[src/rtl/cpu_pkg.sv]
// rtl/cpu_pkg.sv - shared widths, opcode encodings and fetch state type for the 8-bit CPU
package cpu_pkg;

  localparam int ADDR_W_DEF  = 8;
  localparam int INSTR_W_DEF = 8;

  // Instruction format: {opcode[7:5], reg[4:3], field[2:0]}
  localparam logic [2:0] OP_MOV  = 3'b000;
  localparam logic [2:0] OP_XOR  = 3'b001;
  localparam logic [2:0] OP_ADD  = 3'b010;
  localparam logic [2:0] OP_SUB  = 3'b011;
  localparam logic [2:0] OP_AND  = 3'b100;
  localparam logic [2:0] OP_OR   = 3'b101;
  localparam logic [2:0] OP_BRZ  = 3'b110;
  localparam logic [2:0] OP_JUMP = 3'b111;

  typedef enum logic [1:0] {
    FS_IDLE,
    FS_REQ,
    FS_WAIT,
    FS_HOLD
  } fetch_state_e;

  function automatic logic [2:0] instr_opcode(input logic [7:0] ins);
    return ins[7:5];
  endfunction

endpackage

[src/rtl/instr_prefetch_buf.sv]
// rtl/instr_prefetch_buf.sv - one-entry instruction holding register with flush
module instr_prefetch_buf #(
  parameter int W = 8
) (
  input  logic         clk,
  input  logic         rst_n,
  input  logic         flush,
  input  logic         load,
  input  logic         take,
  input  logic [W-1:0] load_data,
  output logic         valid,
  output logic [W-1:0] data
);

  always_ff @(posedge clk or negedge rst_n) begin
    if (!rst_n) begin
      valid <= 1'b0;
      data  <= '0;
    end else if (flush) begin
      valid <= 1'b0;
    end else if (load) begin
      valid <= 1'b1;
      data  <= load_data;
    end else if (take) begin
      valid <= 1'b0;
    end
  end

endmodule

[src/rtl/instr_fetch.sv]
// rtl/instr_fetch.sv - PC owner and instruction fetch initiator; INSTR_FETCH_PREFETCH_EN adds a one-entry prefetch buffer
module instr_fetch
  import cpu_pkg::*;
#(
  parameter int                ADDR_W   = ADDR_W_DEF,
  parameter int                INSTR_W  = INSTR_W_DEF,
  parameter logic [ADDR_W-1:0] RESET_PC = '0
) (
  input  logic               clk,
  input  logic               rst_n,
  input  logic               fetch_en,
  output logic               imem_req,
  output logic [ADDR_W-1:0]  imem_addr,
  input  logic [INSTR_W-1:0] imem_rdata,
  input  logic               imem_rvalid,
  output logic [INSTR_W-1:0] instr,
  output logic               instr_valid,
  input  logic               instr_ready,
  input  logic               jump_valid,
  input  logic [ADDR_W-1:0]  jump_target,
  output logic [ADDR_W-1:0]  pc
);

  fetch_state_e      state;
  logic              drop;
  logic              handshake;
  logic [ADDR_W-1:0] pc_inc;

  assign handshake = instr_valid && instr_ready;
  assign pc_inc    = pc + 1'b1;

`ifdef INSTR_FETCH_PREFETCH_EN
  logic               pf_pending;
  logic               pf_valid;
  logic [INSTR_W-1:0] pf_data;
  logic               pf_load;
  logic               pf_take;

  assign pf_load = (state == FS_HOLD) && pf_pending && imem_rvalid && !jump_valid && !handshake;
  assign pf_take = (state == FS_HOLD) && handshake && pf_valid && !jump_valid;

  instr_prefetch_buf #(.W(INSTR_W)) u_pf_buf (
    .clk       (clk),
    .rst_n     (rst_n),
    .flush     (jump_valid),
    .load      (pf_load),
    .take      (pf_take),
    .load_data (imem_rdata),
    .valid     (pf_valid),
    .data      (pf_data)
  );
`endif

  always_ff @(posedge clk or negedge rst_n) begin
    if (!rst_n) begin
      state       <= FS_IDLE;
      pc          <= RESET_PC;
      imem_req    <= 1'b0;
      imem_addr   <= '0;
      instr       <= '0;
      instr_valid <= 1'b0;
      drop        <= 1'b0;
`ifdef INSTR_FETCH_PREFETCH_EN
      pf_pending  <= 1'b0;
`endif
    end else begin
      imem_req <= 1'b0;
      case (state)
        FS_IDLE: begin
          if (jump_valid) pc <= jump_target;
          if (fetch_en) begin
            state     <= FS_REQ;
            imem_req  <= 1'b1;
            imem_addr <= jump_valid ? jump_target : pc;
          end
        end
        // The request already on the bus used the old pc; its data must be dropped.
        FS_REQ: begin
          state <= FS_WAIT;
          if (jump_valid) begin
            pc   <= jump_target;
            drop <= 1'b1;
          end
        end
        FS_WAIT: begin
          if (imem_rvalid && (drop || jump_valid)) begin
            drop      <= 1'b0;
            state     <= FS_REQ;
            imem_req  <= 1'b1;
            imem_addr <= jump_valid ? jump_target : pc;
            if (jump_valid) pc <= jump_target;
          end else if (imem_rvalid) begin
            instr       <= imem_rdata;
            instr_valid <= 1'b1;
            pc          <= pc_inc;
            state       <= FS_HOLD;
`ifdef INSTR_FETCH_PREFETCH_EN
            if (fetch_en) begin
              imem_req   <= 1'b1;
              imem_addr  <= pc_inc;
              pf_pending <= 1'b1;
            end
`endif
          end else if (jump_valid) begin
            pc   <= jump_target;
            drop <= 1'b1;
          end
        end
        FS_HOLD: begin
`ifdef INSTR_FETCH_PREFETCH_EN
          if (jump_valid) begin
            pc          <= jump_target;
            instr_valid <= 1'b0;
            pf_pending  <= 1'b0;
            // An outstanding prefetch is drained through WAIT so its response is discarded.
            if (pf_pending && !imem_rvalid) begin
              state <= FS_WAIT;
              drop  <= 1'b1;
            end else begin
              state     <= FS_REQ;
              imem_req  <= 1'b1;
              imem_addr <= jump_target;
            end
          end else if (handshake) begin
            if (pf_valid) begin
              instr <= pf_data;
              if (fetch_en) begin
                imem_req   <= 1'b1;
                imem_addr  <= pc;
                pf_pending <= 1'b1;
              end
            end else if (pf_pending && imem_rvalid) begin
              instr      <= imem_rdata;
              pc         <= pc_inc;
              pf_pending <= 1'b0;
              if (fetch_en) begin
                imem_req   <= 1'b1;
                imem_addr  <= pc_inc;
                pf_pending <= 1'b1;
              end
            end else if (pf_pending) begin
              instr_valid <= 1'b0;
              pf_pending  <= 1'b0;
              state       <= FS_WAIT;
            end else begin
              instr_valid <= 1'b0;
              if (fetch_en) begin
                state     <= FS_REQ;
                imem_req  <= 1'b1;
                imem_addr <= pc;
              end else begin
                state <= FS_IDLE;
              end
            end
          end else if (pf_pending && imem_rvalid) begin
            pc         <= pc_inc;
            pf_pending <= 1'b0;
          end else if (!pf_pending && !pf_valid && fetch_en) begin
            imem_req   <= 1'b1;
            imem_addr  <= pc;
            pf_pending <= 1'b1;
          end
`else
          if (jump_valid) begin
            pc          <= jump_target;
            instr_valid <= 1'b0;
            state       <= FS_REQ;
            imem_req    <= 1'b1;
            imem_addr   <= jump_target;
          end else if (handshake) begin
            instr_valid <= 1'b0;
            if (fetch_en) begin
              state     <= FS_REQ;
              imem_req  <= 1'b1;
              imem_addr <= pc;
            end else begin
              state <= FS_IDLE;
            end
          end
`endif
        end
        default: state <= FS_IDLE;
      endcase
    end
  end

endmodule

[config.mk]
export PLATFORM = sky130hd
export DESIGN_NAME = instr_fetch
export DESIGN_NICKNAME = d
export VERILOG_FILES = /design/src/rtl/cpu_pkg.sv /design/src/rtl/instr_prefetch_buf.sv /design/src/rtl/instr_fetch.sv
export SDC_FILE = /design/constraint.sdc
export NUM_CORES = 1
export LEC_CHECK = 0
export CAP_MARGIN = 20
export CORE_MARGIN = 2
export CORE_UTILIZATION = 38
export CTS_BUF_LIST = sky130_fd_sc_hd__clkbuf_8
export DETAILED_ROUTE_END_ITERATION = 16
export PLACE_DENSITY = 0.69
export RECOVER_POWER = 100
export SYNTH_ARGS = -nofsm -noshare
export SYNTH_HDL_FRONTEND = slang
export SYNTH_SLANG_ARGS = --single-unit
[constraint.sdc]
create_clock -name clk -period 2.15 [get_ports clk]
set_input_delay 0.5375 -clock clk [delete_from_list [all_inputs] [get_ports clk]]
set_output_delay 0.5375 -clock clk [all_outputs]
set_load 0.03 [all_outputs]
==> results.md <==
Clock network:
- The number of buffers inserted by hold repair at cts is 0.
- The CTS tree is done.
- Buffers added to address setup during post-CTS repair amount to 0.
- The H-tree was split into 2 levels.
- Counting every sink on the clock net gives 29.
- The buffer cell driving the clock tree root is clkbuf_8.
- The CTS buffer count is 5.
- The number of resized instances in the post-cts repair step is 0.
- The clock transition at the registers of the reported paths is 60 ps.
- The worst-case clock buffer depth is 2.
- Clock latency on the worst-skew pair, taken at its later pin, is 280 ps.

Hold path:
- The number of instances on the worst hold path is 1.
- The path class of the lowest-slack min-delay path is register to register.
- The path with the worst hold slack has its endpoint at instr[3].
- In this run the most critical hold path is launched from instr[3].

Layout:
- The repair_antennas step left the layout with diodes totalling 0.
- The layout-stage area growth over the synthesis result is 44.8%.
- The top cell types in the final layout, fill and taps aside, are 29 x dfrtp_1, 27 x dlygate4sd3_1, 20 x mux2i_1, 20 x clkdlybuf4s50_1, 14 x inv_1.
- At the end of the flow, the number of nets in the layout was 216.
- The design area is 0.00210 mm².
- The most common cell after layout, fill and taps aside is dfrtp_1.
- In the final layout, the share of cells above drive strength 1 is 0.118.

Route:
- Before antenna repair, the detailed router went through 4 iterations.
- The overall routed net length is 3.28 mm.
- In the detailed route, the total length drawn on met2 is 1.62 mm.
- The per-cell routed wire length is 14.0 µm.
- The detail route stage leaves a number of antenna-violating nets equal to 0.
- Across all layers, the routed design uses 1160 vias.
- The met1 wire length is 1.39 mm.
- The DRC violation total after the first TritonRoute iteration is 43.
- In the routed design, unresolved DRC markers number 0.
- Wire segments on met3 add up to 242 µm in the final route.
- In the routed layout, each cell is associated on average with a via count of 4.94.
- The highest metal layer with signal wires is met4.

Floorplan:
- For this configuration, the core starts out at a cell density of 0.396.
- During I/O placement, the number of pins put on the boundary was 48.
- The area of the core region is 0.00366 mm².
- The total number of placement rows is 22.
- The full die area is 0.00433 mm².
- The die extent in y is 65.8 µm.
- The die width is 65.8 µm.

Placement:
- After detailed placement, the total cell area comes to 0.00203 mm².
- The congestion estimate from routability-driven global placement came to 0.767.
- After legalization and detailed placement, the total HPWL measured 2.46 mm.
- Buffers placed on the I/O ports in this run total 47.

Worst setup path:
- The largest fanout on the critical path is 6.
- In this run the register-to-register setup slack is 320 ps.
- In this run the critical register-to-register path is launched from state[0].
- The signal on the critical path passes through dlygate4sd3_1.
- The critical register-to-register path endpoint is imem_addr[5].
- Measured in cells, the most critical reg-to-reg path has a length of 6.
- The required time reported for the critical path endpoint is 1610 ps.
- At the worst endpoint, the arrival time is 1490 ps.
- The biggest cell delay along the critical path is 770 ps.
- The critical path is of the register to output port type.
- Broken down by cell family, the worst path's largest delay share belongs to buffers and inverters.
- The worst setup path is launched from a register.
- On the critical path, the stage with the largest delay is an instance of dlygate4sd3_1.
- The total buffers and inverters traversed by the critical path is 1.
- The nature of the critical path endpoint is an output port.

Pwr:
- The leakage power figure is 1.04 nW.
- The cell internal power dissipation is 0.00160 W.
- The share of total power dissipated in the clock network is 0.162.
- The switching portion of total power is 0.410.
- Summed over all nets, the switching power comes to 0.00111 W.
- The proportion of power drawn by flip-flops and latches is 0.330.
- The total power per unit cell area is 1290 mW/mm².
- The part of the power in combinational logic is 0.507.
- The peak supply drop is 0.573 mV.
- The design draws 0.00271 W.

Job:
- The number of maximum-capacitance constraint violations is 0.

Timing:
- The achievable clock frequency is 0.494 GHz.
- The final hold violation count is 0.
- The worst slew margin relative to its limit is 0.532.
- The max-slew violation count is 0.
- The final critical-path required period is 2020 ps.
- The slew of the pin with the lowest slew margin is 703 ps.
- Setup repair after global routing left no endpoint under its margin.
- Summed over all failing endpoints, the final setup total negative slack is 0 ps.
- The clock skew after layout is 4.65 ps.
- The final setup violation count is 0.
- Dividing the final minimum period by the clock period gives 0.941.

Synth:
- For this run, the number of Yosys warnings is 0.
- The cell area after synthesis is 0.00145 mm².
- The sequential-to-total area share from yosys stat is 0.500.
- The number of register bits inferred by synthesis is 29.
- The average instance in the mapped netlist occupies 11.3 µm².
- Counting every instance in the synthesized netlist gives 128.
- The number of different library cells in the post-synthesis netlist is 24.
- The net count of the mapped netlist is 157.

Global route:
- Entering global routing, the biggest net connects 30 pins.
- The number of antenna violations at the first check in global routing was 0.
- The remaining global-route overflow is 0.
- The first-pass GRT wire length is 5.44 mm.
- The via count of the first global-routing pass came to 1249.
- The global-route usage over all layers is 0.168.

Run status:
- The flow ran to the end, and the final reports show no timing, DRC or antenna violations.
[power by group through the flow]
| stage | Combinational (W) | Sequential [W] | Clock (W) |
|---|---|---|---|
| final | 0.00137 | 0.000894 | 0.000440 |
| after global routing | 0.00149 | 0.000921 | 0.000490 |
| after CTS | 0.00148 | 0.000907 | 0.000457 |
| after detailed placement | 0.00147 | 0.000909 | 0 |
| after global placement | 0.00144 | 0.000905 | 0 |
| after floorplan | 0.000545 | 0.00123 | 0 |
[synthesized netlist by cell type, drive strengths merged]
master	instances	area share
mux2	8	0.062
xnor2	1	0.0060
o2bb2ai	1	0.0060
mux2i	20	0.14
o31ai	2	0.010
a222oi	1	0.0069
nand2	4	0.012
a221o	1	0.0069
xor2	5	0.030
a21oi	6	0.021
o21a	1	0.0052
nor2	9	0.023
nand3	5	0.017
dfrtp	29	0.50
ha	7	0.060
inv	13	0.034
o21ai	3	0.010
buf	3	0.0095
nor2b	2	0.0086
and3	3	0.013
o22ai	2	0.0086
a22oi	2	0.010
[worst max-delay path by stage]
| stage | start | to | slack (ps) | cells past startpoint |
|---|---|---|---|---|
| final | pc[3] | pc[3] | 130 | 1 |
| after global routing | jump_valid | imem_addr[1] | 80 | 6 |
| after CTS | pc[2] | pc[2] | 160 | 1 |
| after detailed placement | jump_valid | imem_addr[5] | 20 | 6 |
| after global placement | jump_valid | imem_addr[6] | 50 | 6 |
| after floorplan | state[0] | imem_addr[0] | 460 | 5 |
[per-layer routing]
layer | GRT usage | vias up
met3 | 0.0494 | 6
met5 | 0 | -
li1 | - | 558
met1 | 0.199 | 544
met2 | 0.270 | 52
met4 | 0.0964 | 0
[worst register-to-register path, cell delays in order (launching register included)]
cell and delay, ps:
dfrtp_1 430, ha_1 280, nor2b_1 180, a222oi_1 410, nand2_2 100, clkbuf_2 180
mux2i_1 130
[flip-flops by register name (all words and copies together), names as in the netlist]
register,cells
state,2
drop,1
pc,8
imem_req,1
instr,8
imem_addr,8
instr_valid,1
[cell type report]
type | instances | area [µm²]
fill | 331 | 1560
sequential | 29 | 726
multi-input combinational | 83 | 662
timing repair buffer | 55 | 517
clock buffer | 6 | 82.6
tap | 48 | 60.1
inverter | 13 | 48.8
clock inverter | 1 | 3.75
[through the flow]
step,hold WS [ps],utilization,cells,setup slack [ps]
global route,508,0.573,235,79.9
detailed placement,495,0.554,228,17.0
floorplan,242,-,128,457
global placement,487,0.554,228,53.5
CTS,508,0.577,235,161
finish,499,0.573,235,127
[logic make-up after synthesis]
kind of cell,after synthesis,share of synthesized area
xor+xnor,6,0.0362
buf+inv,16,0.0431
compound gates,19,0.0854
flops,29,0.500
mux,28,0.200
simple gates,23,0.0742
fa+ha+maj,7,0.0604
(Power assumes the default switching activity.)
